## config.mk

```make
export PLATFORM = sky130hd
export DESIGN_NAME = mem_stage_flat
export DESIGN_NICKNAME = d
export VERILOG_FILES = /design/src/rtl/mem_stage_pkg.sv /design/src/rtl/mem_stage_if.sv /design/src/rtl/mem_align.sv /design/src/rtl/mem_stage.sv /design/src/flat_wrapper.sv
export SDC_FILE = /design/constraint.sdc
export NUM_CORES = 1
export LEC_CHECK = 0
export ABC_AREA = 1
export ABC_CLOCK_PERIOD_IN_PS = 1720
export BUFFER_PORTS_ARGS = -buffer_cell sky130_fd_sc_hd__buf_4
export CORE_MARGIN = 3
export CORE_UTILIZATION = 51
export CTS_BUF_LIST = sky130_fd_sc_hd__clkbuf_8
export DETAILED_ROUTE_END_ITERATION = 6
export PLACE_DENSITY = 0.84
export SLEW_MARGIN = 0
export SYNTH_ARGS = -nofsm -noshare
export SYNTH_HDL_FRONTEND = slang
export SYNTH_HIERARCHICAL = 1
export SYNTH_SLANG_ARGS = --single-unit
```

## constraint.sdc

```tcl
create_clock -name clk -period 1.72 [get_ports clk]
set_input_delay 0.344 -clock clk [delete_from_list [all_inputs] [get_ports clk]]
set_output_delay 0.344 -clock clk [all_outputs]
set_load 0.05 [all_outputs]
```

## src/rtl/mem_stage_pkg.sv

```systemverilog
// Shared types and constants for the MIRI memory-access stage.
// Holds the FSM state encoding, byte-enable patterns and datapath widths.
package mem_stage_pkg;

  localparam int DATA_W = 32;
  localparam int REG_W  = 5;

  localparam logic [3:0] BE_WORD  = 4'hF;
  localparam logic [3:0] BE_BYTE0 = 4'b0001;

  typedef enum logic {
    IDLE = 1'b0,
    REQ  = 1'b1
  } state_t;

  // Word accesses must sit on a 4-byte boundary; byte accesses never fault
  function automatic logic is_misaligned(input logic [1:0] lane, input logic is_byte);
    return !is_byte && (lane != 2'b00);
  endfunction

endpackage

```

## src/rtl/mem_stage_if.sv

```systemverilog
// Data-memory request/acknowledge bus between the memory stage and data memory.
// master = memory stage (issues requests), slave = memory (acknowledges).
interface mem_stage_if;
  import mem_stage_pkg::*;

  logic              req;
  logic              we;
  logic [DATA_W-1:0] addr;
  logic [DATA_W-1:0] wdata;
  logic [3:0]        be;
  logic              ack;
  logic [DATA_W-1:0] rdata;

  modport master (
    output req, we, addr, wdata, be,
    input  ack, rdata
  );

  modport slave (
    input  req, we, addr, wdata, be,
    output ack, rdata
  );

endinterface

```

## src/rtl/mem_align.sv

```systemverilog
// Byte-lane steering for the memory stage: store replication, byte enables
// and sign-extended load lane extraction. Purely combinational.
module mem_align
  import mem_stage_pkg::*;
(
  input  logic [1:0]        lane,
  input  logic              is_byte,
  input  logic [DATA_W-1:0] store_data,
  input  logic [DATA_W-1:0] load_data,
  output logic [3:0]        be,
  output logic [DATA_W-1:0] wdata,
  output logic [DATA_W-1:0] rdata
);

  logic [7:0] load_byte;

  assign load_byte = load_data[{lane, 3'b000} +: 8];

  always_comb begin
    be    = BE_WORD;
    wdata = store_data;
    rdata = load_data;
    if (is_byte) begin
      // Replicating the byte lets memory pick it up from whichever lane is enabled
      be    = BE_BYTE0 << lane;
      wdata = {4{store_data[7:0]}};
      rdata = {{24{load_byte[7]}}, load_byte};
    end
  end

endmodule

```

## src/rtl/mem_stage.sv

```systemverilog
// MIRI memory-access stage: issues loads/stores over a req/ack bus, stalls the
// ALU stage while an access is outstanding, resolves branches, emits writeback.
module mem_stage
  import mem_stage_pkg::*;
(
  input  logic              clk,
  input  logic              reset,
  input  logic              valid_in,
  input  logic [DATA_W-1:0] regDdata,
  input  logic [DATA_W-1:0] regBdata,
  input  logic              zero,
  input  logic [DATA_W-1:0] PCNEXT,
  input  logic [REG_W-1:0]  regD,
  input  logic              mem_read,
  input  logic              mem_write,
  input  logic              is_byte,
  input  logic              branch,
  input  logic              reg_write,
  output logic              stall,
  mem_stage_if.master       dmem,
  output logic              wb_valid,
  output logic [DATA_W-1:0] wb_data,
  output logic [REG_W-1:0]  wb_regD,
  output logic              wb_reg_write,
  output logic              pc_src,
  output logic [DATA_W-1:0] pc_target,
  output logic              align_err
);

  state_t state, next_state;

  logic              accept;
  logic              mem_op;
  logic              misaligned;

  logic [DATA_W-1:0] lat_addr;
  logic [DATA_W-1:0] lat_store;
  logic              lat_we;
  logic              lat_byte;
  logic              lat_reg_write;
  logic [REG_W-1:0]  lat_regD;

  logic [3:0]        align_be;
  logic [DATA_W-1:0] align_wdata;
  logic [DATA_W-1:0] align_rdata;

  assign accept     = (state == IDLE) && valid_in;
  assign mem_op     = mem_read || mem_write;
  assign misaligned = mem_op && is_misaligned(regDdata[1:0], is_byte);

  mem_align u_align (
    .lane       (lat_addr[1:0]),
    .is_byte    (lat_byte),
    .store_data (lat_store),
    .load_data  (dmem.rdata),
    .be         (align_be),
    .wdata      (align_wdata),
    .rdata      (align_rdata)
  );

  always_ff @(posedge clk or negedge reset) begin
    if (!reset) state <= IDLE;
    else        state <= next_state;
  end

  always_comb begin
    next_state = state;
    case (state)
      IDLE: if (accept && mem_op && !misaligned) next_state = REQ;
      REQ:  if (dmem.ack)                        next_state = IDLE;
      default:                                   next_state = IDLE;
    endcase
  end

  // Bus fields are gated so nothing stale is visible outside an access
  always_comb begin
    stall      = (state == REQ);
    dmem.req   = (state == REQ);
    dmem.we    = (state == REQ) && lat_we;
    dmem.addr  = (state == REQ) ? lat_addr    : '0;
    dmem.wdata = (state == REQ) ? align_wdata : '0;
    dmem.be    = (state == REQ) ? align_be    : '0;
  end

  always_ff @(posedge clk or negedge reset) begin
    if (!reset) begin
      lat_addr      <= '0;
      lat_store     <= '0;
      lat_we        <= 1'b0;
      lat_byte      <= 1'b0;
      lat_reg_write <= 1'b0;
      lat_regD      <= '0;
      wb_valid      <= 1'b0;
      wb_data       <= '0;
      wb_regD       <= '0;
      wb_reg_write  <= 1'b0;
      pc_src        <= 1'b0;
      pc_target     <= '0;
      align_err     <= 1'b0;
    end else begin
      wb_valid  <= 1'b0;
      pc_src    <= 1'b0;
      align_err <= 1'b0;
      if (accept) begin
        pc_src <= branch && zero;
        if (branch && zero) pc_target <= PCNEXT;
        if (!mem_op) begin
          wb_valid     <= 1'b1;
          wb_data      <= regDdata;
          wb_regD      <= regD;
          wb_reg_write <= reg_write;
        end else if (misaligned) begin
          wb_valid     <= 1'b1;
          wb_data      <= regDdata;
          wb_regD      <= regD;
          wb_reg_write <= 1'b0;
          align_err    <= 1'b1;
        end else begin
          // A record with both read and write set is handled as a store
          lat_addr      <= regDdata;
          lat_store     <= regBdata;
          lat_we        <= mem_write;
          lat_byte      <= is_byte;
          lat_reg_write <= reg_write;
          lat_regD      <= regD;
        end
      end else if ((state == REQ) && dmem.ack) begin
        wb_valid <= 1'b1;
        wb_regD  <= lat_regD;
        if (lat_we) begin
          wb_reg_write <= 1'b0;
        end else begin
          wb_data      <= align_rdata;
          wb_reg_write <= lat_reg_write;
        end
      end
    end
  end

endmodule

```

## src/flat_wrapper.sv

```systemverilog
// flat-port wrapper written by rule: the top's interface ports become plain ports
module mem_stage_flat import mem_stage_pkg::*;
  (clk, reset, valid_in, regDdata, regBdata, zero, PCNEXT, regD, mem_read, mem_write, is_byte, branch, reg_write, stall, wb_valid, wb_data, wb_regD, wb_reg_write, pc_src, pc_target, align_err, dmem_req, dmem_we, dmem_addr, dmem_wdata, dmem_be, dmem_ack, dmem_rdata);
  mem_stage_if dmem_i ();
  input  logic clk;
  input  logic reset;
  input  logic valid_in;
  input  logic [DATA_W-1:0] regDdata;
  input  logic [DATA_W-1:0] regBdata;
  input  logic zero;
  input  logic [DATA_W-1:0] PCNEXT;
  input  logic [REG_W-1:0] regD;
  input  logic mem_read;
  input  logic mem_write;
  input  logic is_byte;
  input  logic branch;
  input  logic reg_write;
  output logic stall;
  output logic wb_valid;
  output logic [DATA_W-1:0] wb_data;
  output logic [REG_W-1:0] wb_regD;
  output logic wb_reg_write;
  output logic pc_src;
  output logic [DATA_W-1:0] pc_target;
  output logic align_err;
  output wire logic [$bits(dmem_i.req)-1:0] dmem_req;
  output wire logic [$bits(dmem_i.we)-1:0] dmem_we;
  output wire logic [$bits(dmem_i.addr)-1:0] dmem_addr;
  output wire logic [$bits(dmem_i.wdata)-1:0] dmem_wdata;
  output wire logic [$bits(dmem_i.be)-1:0] dmem_be;
  input wire logic [$bits(dmem_i.ack)-1:0] dmem_ack;
  input wire logic [$bits(dmem_i.rdata)-1:0] dmem_rdata;
  assign dmem_req = dmem_i.req;
  assign dmem_we = dmem_i.we;
  assign dmem_addr = dmem_i.addr;
  assign dmem_wdata = dmem_i.wdata;
  assign dmem_be = dmem_i.be;
  assign dmem_i.ack = dmem_ack;
  assign dmem_i.rdata = dmem_rdata;
  mem_stage u_core (.clk(clk), .reset(reset), .valid_in(valid_in), .regDdata(regDdata), .regBdata(regBdata), .zero(zero), .PCNEXT(PCNEXT), .regD(regD), .mem_read(mem_read), .mem_write(mem_write), .is_byte(is_byte), .branch(branch), .reg_write(reg_write), .stall(stall), .dmem(dmem_i), .wb_valid(wb_valid), .wb_data(wb_data), .wb_regD(wb_regD), .wb_reg_write(wb_reg_write), .pc_src(pc_src), .pc_target(pc_target), .align_err(align_err));
endmodule
```

==> results of run 1 <==
[flip-flops by register name, summed over array words and instances (netlist names)]
signal	flops
u_core/wb_data	32
u_core/wb_regD	5
u_core/lat_byte	1
u_core/wb_reg_write	1
u_core/lat_reg_write	1
u_core/lat_regD	5
u_core/pc_src	1
u_core/wb_valid	1
u_core/lat_store	32
u_core/lat_we	1
u_core/align_err	1
u_core/lat_addr	32
u_core/dmem.req	1
u_core/pc_target	32
[what timing repair did]
action                                  CTS  global route
pin swaps                                10            40
gates resized for setup                 185           468
endpoints found under the setup margin   70           210
setup buffers                             8            23
endpoints found under the hold margin    43             0
hold buffers                              1             0
gates cloned                              6            32
[cells in the final DEF, fill, tap and decap left out, types with 15 or more instances in the layout]
| cell type | n |
|---|---|
| buf_12 | 26 |
| buf_4 | 238 |
| buf_6 | 28 |
| buf_8 | 65 |
| clkbuf_16 | 20 |
| clkbuf_8 | 20 |
| clkinvlp_4 | 15 |
| dfrtp_1 | 142 |
| inv_1 | 17 |
| inv_2 | 50 |
| nand2_1 | 352 |
| nand2_2 | 140 |
| nand2_4 | 113 |
| nand3_1 | 114 |
| nand4_1 | 32 |
[metrics by stage]
step,worst slack (ns),instance area [sq um],instances
2_1_floorplan,0.0278,7690,1092
3_3_place_gp,0.105,10000,1514
3_5_place_dp,0.0357,10000,1514
4_1_cts,-0.235,11200,1561
5_1_grt,-0.381,13600,1614
6_report,-0.372,13600,1614
[kinds of logic after synthesis]
group | Yosys count | share of synthesized area
DFF | 146 | 0.478
and+or+nand+nor | 765 | 0.412
AOI/OAI and AO/OA | 17 | 0.0116
buffers and inverters | 164 | 0.0984
[power groups by stage]
stage / sequential [uW] / combinational (uW) / clock [uW]
after floorplan: 6710 / 2870 / 0
after global placement: 4920 / 6780 / 0
after detailed placement: 4960 / 6890 / 0
after CTS: 4980 / 7470 / 2660
after global routing: 5530 / 9880 / 2880
final: 5470 / 9670 / 2770
[worst min-delay path: stages]
cell and delay, ns:
buf_4 0.08, nand2_2 0.04, nand2_1 0.05
[area by class of cell]
type	instances	area (sq um)	share of cell area
clock buffers	20	275	0.0203
clock inverters	12	108	0.00794
inverters	83	387	0.0285
multi-input cells	785	4620	0.341
flip-flops and latches	146	3660	0.270
well taps	184	230	0.0170
repair buffers	384	4270	0.315
[metal layers]
layer  wire [microns]  global-route usage
met3             6030              0.0718
met1            13100               0.396
met5               13                   0
met4             4590               0.148
met2            19200               0.526
[worst max path at each step]
stage	slack, ns	cells past startpoint	to
after floorplan	0.03	5	dmem_be[0]
after global placement	0.10	7	u_core/lat_store[9]$_DFFE_PN0P_
after detailed placement	0.04	7	u_core/lat_store[10]$_DFFE_PN0P_
after CTS	-0.23	4	dmem_addr[18]
after global routing	-0.38	12	u_core/wb_data[29]$_DFFE_PN0P_
final	-0.37	7	dmem_wdata[14]
==> key figures, run 1 <==
Global route
  • Vias in the first global route: approximately 8000
  • Largest net degree at the start of global routing: between 60 and 70
  • Initial antenna violation count: 1
  • Global Route Usage Sum: 0.318
  • Grt ovf: 0
  • First-pass GRT wire length: 40800 microns

Worst setup path
  • Crit path from: u_core/lat_byte$_DFFE_PN0P_
  • Slowest-stage cell, CP: dfrtp_2
  • Worst r2r src: u_core/dmem.req$_DFF_PN0_
  • Worst setup SP type: flip-flop
  • Setup slack, reg-to-reg: -0.37 ns
  • Crit path arrival time: about 1.8 ns
  • Most Frequent Cell on Critical Path: nand2_1
  • Crit Path Category: reg2out
  • Crit. End Element: output pin
  • Worst path cell trace: inv_4, buf_12, nand2_1, nand2_1, nand2_1, inv_1, buf_6
  • Worst Reg-to-Reg Cells: 12
  • Max incr delay on CP: roughly 0.46 ns
  • Crit path max-delay family: buffers and inverters
  • Required @ worst endpoint: between 1 and 1.5 ns
  • CP bufs+invs: 4
  • Worst Path Max Fanout: 12
  • R2r endpoint: u_core/wb_data[29]$_DFFE_PN0P_

Die
  • # rows: 44
  • Die area: between 0.015 and 0.02 sq mm
  • Chip Height: approximately 130 microns
  • Starting Density: 0.524
  • Core Box Area: roughly 0.015 sq mm
  • IO Pins: between 200 and 300
  • Die Wd: 128 microns

Drt
  • Drt via density: 6.58
  • DRT Wirelength: between 40000 and 50000 microns
  • Via count: ~11000
  • Final ANT Viol Nets: 0
  • DRC viols: 98
  • Drt pass-1 iters: 7
  • Per-cell routed wire length: 26.6 microns
  • DRT iter0 DRCs: around 2100

Pwr
  • Clk pwr share: 0.155
  • Net Sw Power: 8930 uW
  • Power Density: between 1000 and 1500 mW/mm^2
  • Comb pwr share: 0.540
  • Register share of total power: 0.305
  • Internal power: ~9000 uW
  • Total design power: between 15000 and 20000 uW
  • LEAKAGE: 0.00771 uW
  • Sw frac: 0.499
  • Max VDD drop: around 0.0011 V

Synth
  • Distinct cells, synth: 21
  • Syn nets: about 1200
  • Post-synth top cells: nand2_1, dfrtp_1, nand3_1
  • Yosys reg bits: approximately 150
  • Register area share after synthesis: 0.478
  • Count leader, synth: nand2_1
  • Async SR Flop Fraction: 1.00
  • Synth area leaders: dfrtp_1, nand2_1, nand3_1
  • Mapped Cells: between 1000 and 1500
  • Main synth FF type: dfrtp_1
  • Mapped Area: ~0.0076 sq mm
  • Mean post-synth cell area: between 7 and 8 sq um
  • Post-synth EDFFs: 0
  • Largest area contributor in the netlist: dfrtp_1
  • Synth top area share: 0.478
  • Synth warn: 6

Placed design
  • Routability congestion estimate: 0.923
  • DP HPWL: around 18000 microns
  • Count of input and output buffers: around 290

Layout
  • Final nets: between 1500 and 2000
  • Fill count: 450
  • N_diodes: 0
  • Util after Layout: 0.929
  • Area grow syn2layout: 77.3%
  • Layout cell share with drive strength beyond 1: 0.532

Timing
  • Fmax achieved: 478 MHz
  • Crit path time final: 2.09 ns
  • Fin crit share: 1.22
  • Clock Skew: between 0.015 and 0.02 ns
  • Hold Fails Final Rpt: 0
  • Least-Margin Pin Slew: roughly 0.65 ns
  • Max transition margin: 0.565
  • Final setup viols: roughly 220
  • Final WS setup: -0.372 ns
  • Setup TNS: -53.86 ns
  • Fin Hold WS: ~0.064 ns
  • Max Slew Vio Count: 0
  • RSZ-0062 raised after global routing: yes

Clocking
  • Sink Count: 146
  • Clock Path Buffers: 2
  • Worst-Skew Late Latency: around 0.48 ns
  • # H-tree levels: 4
  • TritonCTS buffer count: 17
  • CTS tree: done
  • Root buf cell: clkbuf_8
  • Clk slew on worst S/H paths: 0.09 ns

Hold path
  • Worst Hold Path Cells: 3
  • Hold crit path type: in2reg
  • Hold Startpoint: PCNEXT[29]
  • Hold worst-path end: u_core/pc_target[29]$_DFFE_PN0P_

Run status
  • Status: finished with violations
  • Failing checks: design-rule violations, negative setup slack

Run
  • Number of max-cap violations: 0
(Power assumes the default switching activity.)
==> run 2, diff against run 1 <==
Settings changed: ABC_CLOCK_PERIOD_IN_PS 1720 to 2500, CORE_UTILIZATION 51 to 55, PLACE_DENSITY 0.84 to 0.9.
Clock period 1.72 ns to 2.5 ns, I/O delays scaled along.
==> key figures, run 2 (synthesis gave the netlist of run 1 again) <==
Run status
  • Status: finished, final reports clean

Hold path
  • Hold crit path type: in2reg

Layout
  • Most frequent cells in the layout: nand2_1, buf_4, dfrtp_1
  • N_diodes: 0
  • Final design instance area without fill: slightly above 0.01 sq mm
  • Area grow syn2layout: 33.7%
  • Final nets: approximately 1500
  • Most common cell after layout, fill and taps aside: nand2_1
  • Layout cell share with drive strength beyond 1: 0.260

Global route
  • Vias in the first global route: between 7000 and 8000
  • Grt ovf: 0
  • First-pass GRT wire length: 36800 microns
  • Initial antenna violation count: 0
  • Global Route Usage Sum: 0.314
  • Largest net degree at the start of global routing: 67

Drt
  • DRT iter0 DRCs: ~840
  • Per-cell routed wire length: ~16 microns
  • Drt pass-1 iters: 5
  • DRC viols: 0
  • Drt via density: ~5.3
  • Final ANT Viol Nets: 0
  • DRT Wirelength: ~25000 microns
  • Via count: about 8000

Timing
  • Fin crit share: 0.928
  • Least-Margin Pin Slew: around 0.98 ns
  • RSZ-0062 raised after global routing: no
  • Final WS setup: between 0.15 and 0.2 ns
  • Final setup viols: 0
  • Clock Skew: 0.0133 ns
  • Crit path time final: ~2.3 ns
  • Hold Fails Final Rpt: 0
  • Max Slew Vio Count: 0
  • Setup TNS: 0 ns
  • Fmax achieved: about 430 MHz
  • Max transition margin: 0.344

Pwr
  • LEAKAGE: 0.00641 uW
  • Max VDD drop: ~0.0006 V
  • Power Density: slightly below 1000 mW/mm^2

Clocking
  • Root buf cell: clkbuf_8
  • Worst-Skew Late Latency: about 0.45 ns
  • TritonCTS buffer count: 17
  • Clock Path Buffers: 2
  • CTS tree: done
  • # H-tree levels: 4
  • Post-CTS setup buffers: 0
  • Sink Count: between 100 and 150
  • Clk slew on worst S/H paths: 0.08 ns

Worst setup path
  • Worst setup SP type: flip-flop
  • Crit path arrival time: ~1.8 ns
  • Crit Path Category: reg2out
  • Required @ worst endpoint: 2.00 ns
  • Crit. End Element: output pin
  • Worst Path Max Fanout: 16

Die
  • Die Wd: approximately 120 microns
  • Chip Height: around 120 microns
  • # rows: 42
  • Starting Density: 0.570
  • Core Box Area: between 0.01 and 0.015 sq mm
  • Die area: 0.0154 sq mm
  • IO Pins: about 290

Placed design
  • DP Area: about 0.0098 sq mm
  • DP HPWL: around 18000 microns
  • DP Worst Slack: a little over 0.4 ns
  • Routability congestion estimate: between 0.9 and 1
  • Count of input and output buffers: roughly 290

Run
  • Number of max-cap violations: 0
==> run 2: cell types whose count changed in the layout (fill, tap and decap cells not counted), sizes merged, moves of 3 or more <==
cell      before  now
buf          363  306
clkbuf        40   18
clkinvlp      15    2
inv           75   85
nand2        612  609
==> run 2: worst paths after layout <==
kind	startpoint	to	slack [ns]	cells after the start
max in group asynchronous	reset	u_core/lat_store[1]$_DFFE_PN0P_	1.30	3
min reg2reg	u_core/lat_addr[11]$_DFFE_PN0P_	u_core/lat_addr[11]$_DFFE_PN0P_	0.48	2
max	u_core/lat_addr[0]$_DFFE_PN0P_	dmem_be[3]	0.18	5
max reg2reg	u_core/dmem.req$_DFF_PN0_	u_core/pc_target[29]$_DFFE_PN0P_	0.53	7
min	dmem_ack	u_core/dmem.req$_DFF_PN0_	0.23	2
min in group asynchronous	reset	u_core/wb_data[12]$_DFFE_PN0P_	0.51	2
==> run 2: through the flow <==
stage / instances / hold slack, ns / utilization / total power, uW
6_report: 1525 / 0.225 / 0.763 / 9970
5_1_grt: 1525 / 0.211 / 0.763 / 10500
4_1_cts: 1525 / 0.196 / 0.762 / 9970
3_5_place_dp: 1493 / 0.417 / 0.731 / 8050
3_3_place_gp: 1493 / 0.422 / 0.731 / 7950
2_1_floorplan: 1092 / 0.204 / - / 6570
==> run 2: worst max-delay path: stages, from the launching register on <==
cell and delay (ns):
dfrtp_1 0.77, nand2_1 0.15, nand2_1 0.08, nand2_1 0.10, inv_1 0.08, buf_4 0.19
==> run 2: layer usage <==
| layer | track usage | wire (microns) | up-vias |
|---|---|---|---|
| met1 | 0.389 | 9060 | 3701 |
| met2 | 0.508 | 12000 | 434 |
| li1 | - | - | 3834 |
| met3 | 0.0777 | 2340 | 75 |
| met5 | 0 | 0 | - |
| met4 | 0.167 | 1110 | 0 |
==> run 2: report_power, final <==
group	internal (uW)	switching, uW	leakage (uW)	total, uW
Clock	1010	910	0.000206	1920
Sequential	2990	406	0.00183	3390
Combinational	1360	3290	0.00438	4650
Total	5360	4610	0.00641	9970
==> run 2: what timing repair did <==
action	4_1_cts	5_1_grt
resized for setup	0	1
hold endpoints to repair	35	0
endpoints found under the setup margin	0	1
hold buffers	1	0
==> run 2: area by class of cell <==
class	count	area [sq um]
Multi-Input combinational cell	782	3260
Inverter	83	314
Timing Repair Buffer	307	2360
Tap cell	176	220
Clock buffer	18	248
Clock inverter	13	163
Fill cell	1062	3180
Sequential cell	146	3650
==> run 3, diff against run 2 <==
Settings changed: ABC_CLOCK_PERIOD_IN_PS 2500 to default, CORE_UTILIZATION 55 to 46, PLACE_DENSITY 0.9 to 0.78.
Clock period 2.5 ns to 2 ns, I/O delays scaled along.
==> key figures, run 3 (synthesis gave the netlist of run 1 again) <==
Run status
  • Status: finished, final reports clean

Worst setup path
  • Critical Path Sink: dmem_wdata[25]
  • Worst Reg-to-Reg Cells: 8
  • Required @ worst endpoint: roughly 1.6 ns
  • Crit path arrival time: 1.59 ns
  • R2r endpoint: u_core/pc_target[8]$_DFFE_PN0P_
  • Worst r2r src: u_core/dmem.req$_DFF_PN0_
  • Crit path from: u_core/lat_byte$_DFFE_PN0P_
  • Crit Path Category: reg2out
  • Worst setup SP type: flip-flop
  • Worst Path Max Fanout: 6
  • Setup slack, reg-to-reg: about 0.21 ns
  • Crit. End Element: output pin

Placed design
  • DP Area: roughly 0.010 sq mm
  • # placed instances: between 1500 and 2000
  • Count of input and output buffers: roughly 290
  • Routability congestion estimate: ~0.94
  • DP Worst Slack: 0.242 ns
  • DP HPWL: roughly 18000 microns

Global route
  • Grt ovf: 0
  • Global Route Usage Sum: 0.269
  • First-pass GRT wire length: around 38000 microns
  • Vias in the first global route: 7461
  • Largest net degree at the start of global routing: just under 70
  • Initial antenna violation count: 0

Timing
  • Clock Skew: 0.0117 ns
  • RSZ-0062 raised after global routing: yes
  • Max transition margin: 0.665
  • Hold Fails Final Rpt: 0
  • Fin crit share: 0.997
  • Least-Margin Pin Slew: 0.502 ns
  • Final setup viols: 0
  • Fmax achieved: approximately 500 MHz
  • Final WS setup: about 0.0067 ns
  • Crit path time final: between 1.5 and 2 ns
  • Max Slew Vio Count: 0

Drt
  • Drt via density: ~5.1
  • DRC viols: 0
  • Per-cell routed wire length: between 15 and 20 microns
  • Final ANT Viol Nets: 0
  • DRT iter0 DRCs: between 600 and 700
  • Drt pass-1 iters: 5
  • DRT Wirelength: around 25000 microns
  • Via count: around 8000

Pwr
  • Register share of total power: 0.331
  • Total design power: ~13000 uW
  • Sw frac: 0.468
  • Internal power: ~7000 uW
  • Comb pwr share: 0.481
  • LEAKAGE: 0.00649 uW
  • Net Sw Power: approximately 6000 uW
  • Clk pwr share: 0.188
  • Max VDD drop: 0.000651 V
  • Power Density: about 1200 mW/mm^2

Layout
  • Area grow syn2layout: 41.6%
  • Final design instance area without fill: roughly 0.011 sq mm
  • Layout cell share with drive strength beyond 1: 0.308
  • Most common cell after layout, fill and taps aside: nand2_1
  • Final nets: ~1500
  • N_diodes: 0
  • Most frequent cells in the layout: nand2_1, buf_4, dfrtp_1
  • Post-route non-filler standard cell count: 1580

Die
  • Die area: about 0.018 sq mm
  • Starting Density: 0.476
  • # rows: 46
  • Chip Height: 135 microns
  • Core Box Area: about 0.016 sq mm
  • IO Pins: 287
  • Die Wd: 135 microns

Clocking
  • Worst-Skew Late Latency: around 0.45 ns
  • CTS tree: done
  • TritonCTS buffer count: 17
  • Sink Count: about 150
  • Root buf cell: clkbuf_8
  • Clk slew on worst S/H paths: 0.09 ns
  • # H-tree levels: 4
  • Clock Path Buffers: 2

Run
  • Number of max-cap violations: 0

Hold path
  • Hold crit path type: in2reg
-- run 3: worst min path at each step --
stage,from,endpoint,slack [ns],depth (start not counted)
5_1_grt,dmem_ack,u_core/dmem.req$_DFF_PN0_,0.11,2
3_5_place_dp,reset,u_core/wb_data[19]$_DFFE_PN0P_,0.34,1
2_1_floorplan,reset,u_core/align_err$_DFF_PN0_,0.10,0
4_1_cts,dmem_ack,u_core/dmem.req$_DFF_PN0_,0.10,2
3_3_place_gp,reset,u_core/wb_data[8]$_DFFE_PN0P_,0.34,1
6_report,PCNEXT[15],u_core/pc_target[15]$_DFFE_PN0P_,0.13,3
-- run 3: repair_timing --
action,4_1_cts,5_1_grt
cloned,0,3
hold endpoints to repair,36,0
hold buffers,1,0
setup endpoints to repair,63,46
pin swaps,1,5
gates resized for setup,28,85
buffers inserted,1,4
-- run 3: final cells by class --
class                      instances  area, sq um
clock buffer                      17          234
clock inverter                    15          174
fill                            1433         5230
multi-input combinational        782         3370
inverter                          83          359
tap                              216          270
timing repair buffer             321         2770
sequential                       146         3660
-- run 3: power groups by stage --
stage                     clock network [uW]  registers (uW)  logic, uW
final                                   2420            4270       6200
after global routing                    2560            4370       6610
after CTS                               2460            4230       5930
after detailed placement                   0            4270       5840
after global placement                     0            4250       5760
after floorplan                            0            5770       2460
-- run 3: metrics by stage --
stage | utilization | setup TNS, ns | hold WS, ns
floorplan | - | 0 | 0.104
global placement | 0.620 | 0 | 0.345
detailed placement | 0.620 | 0 | 0.345
CTS | 0.652 | -0.386 | 0.102
global route | 0.674 | -0.745 | 0.108
finish | 0.674 | 0 | 0.131
-- run 3: worst max-delay path, stage by stage (launching register included) --
cell	delay [ns]
dfrtp_2	0.44
clkinv_4	0.11
buf_12	0.15
nand2_1	0.05
nand2_1	0.06
nand2_2	0.08
clkinvlp_4	0.09
buf_6	0.16
-- run 3: layer usage --
metal | global-route usage | up-vias | wire length, microns
met1 | 0.348 | 3659 | 9700
met2 | 0.431 | 391 | 12300
met4 | 0.137 | 0 | 1090
met3 | 0.0525 | 69 | 2250
li1 | - | 3872 | -
met5 | 0 | - | 0
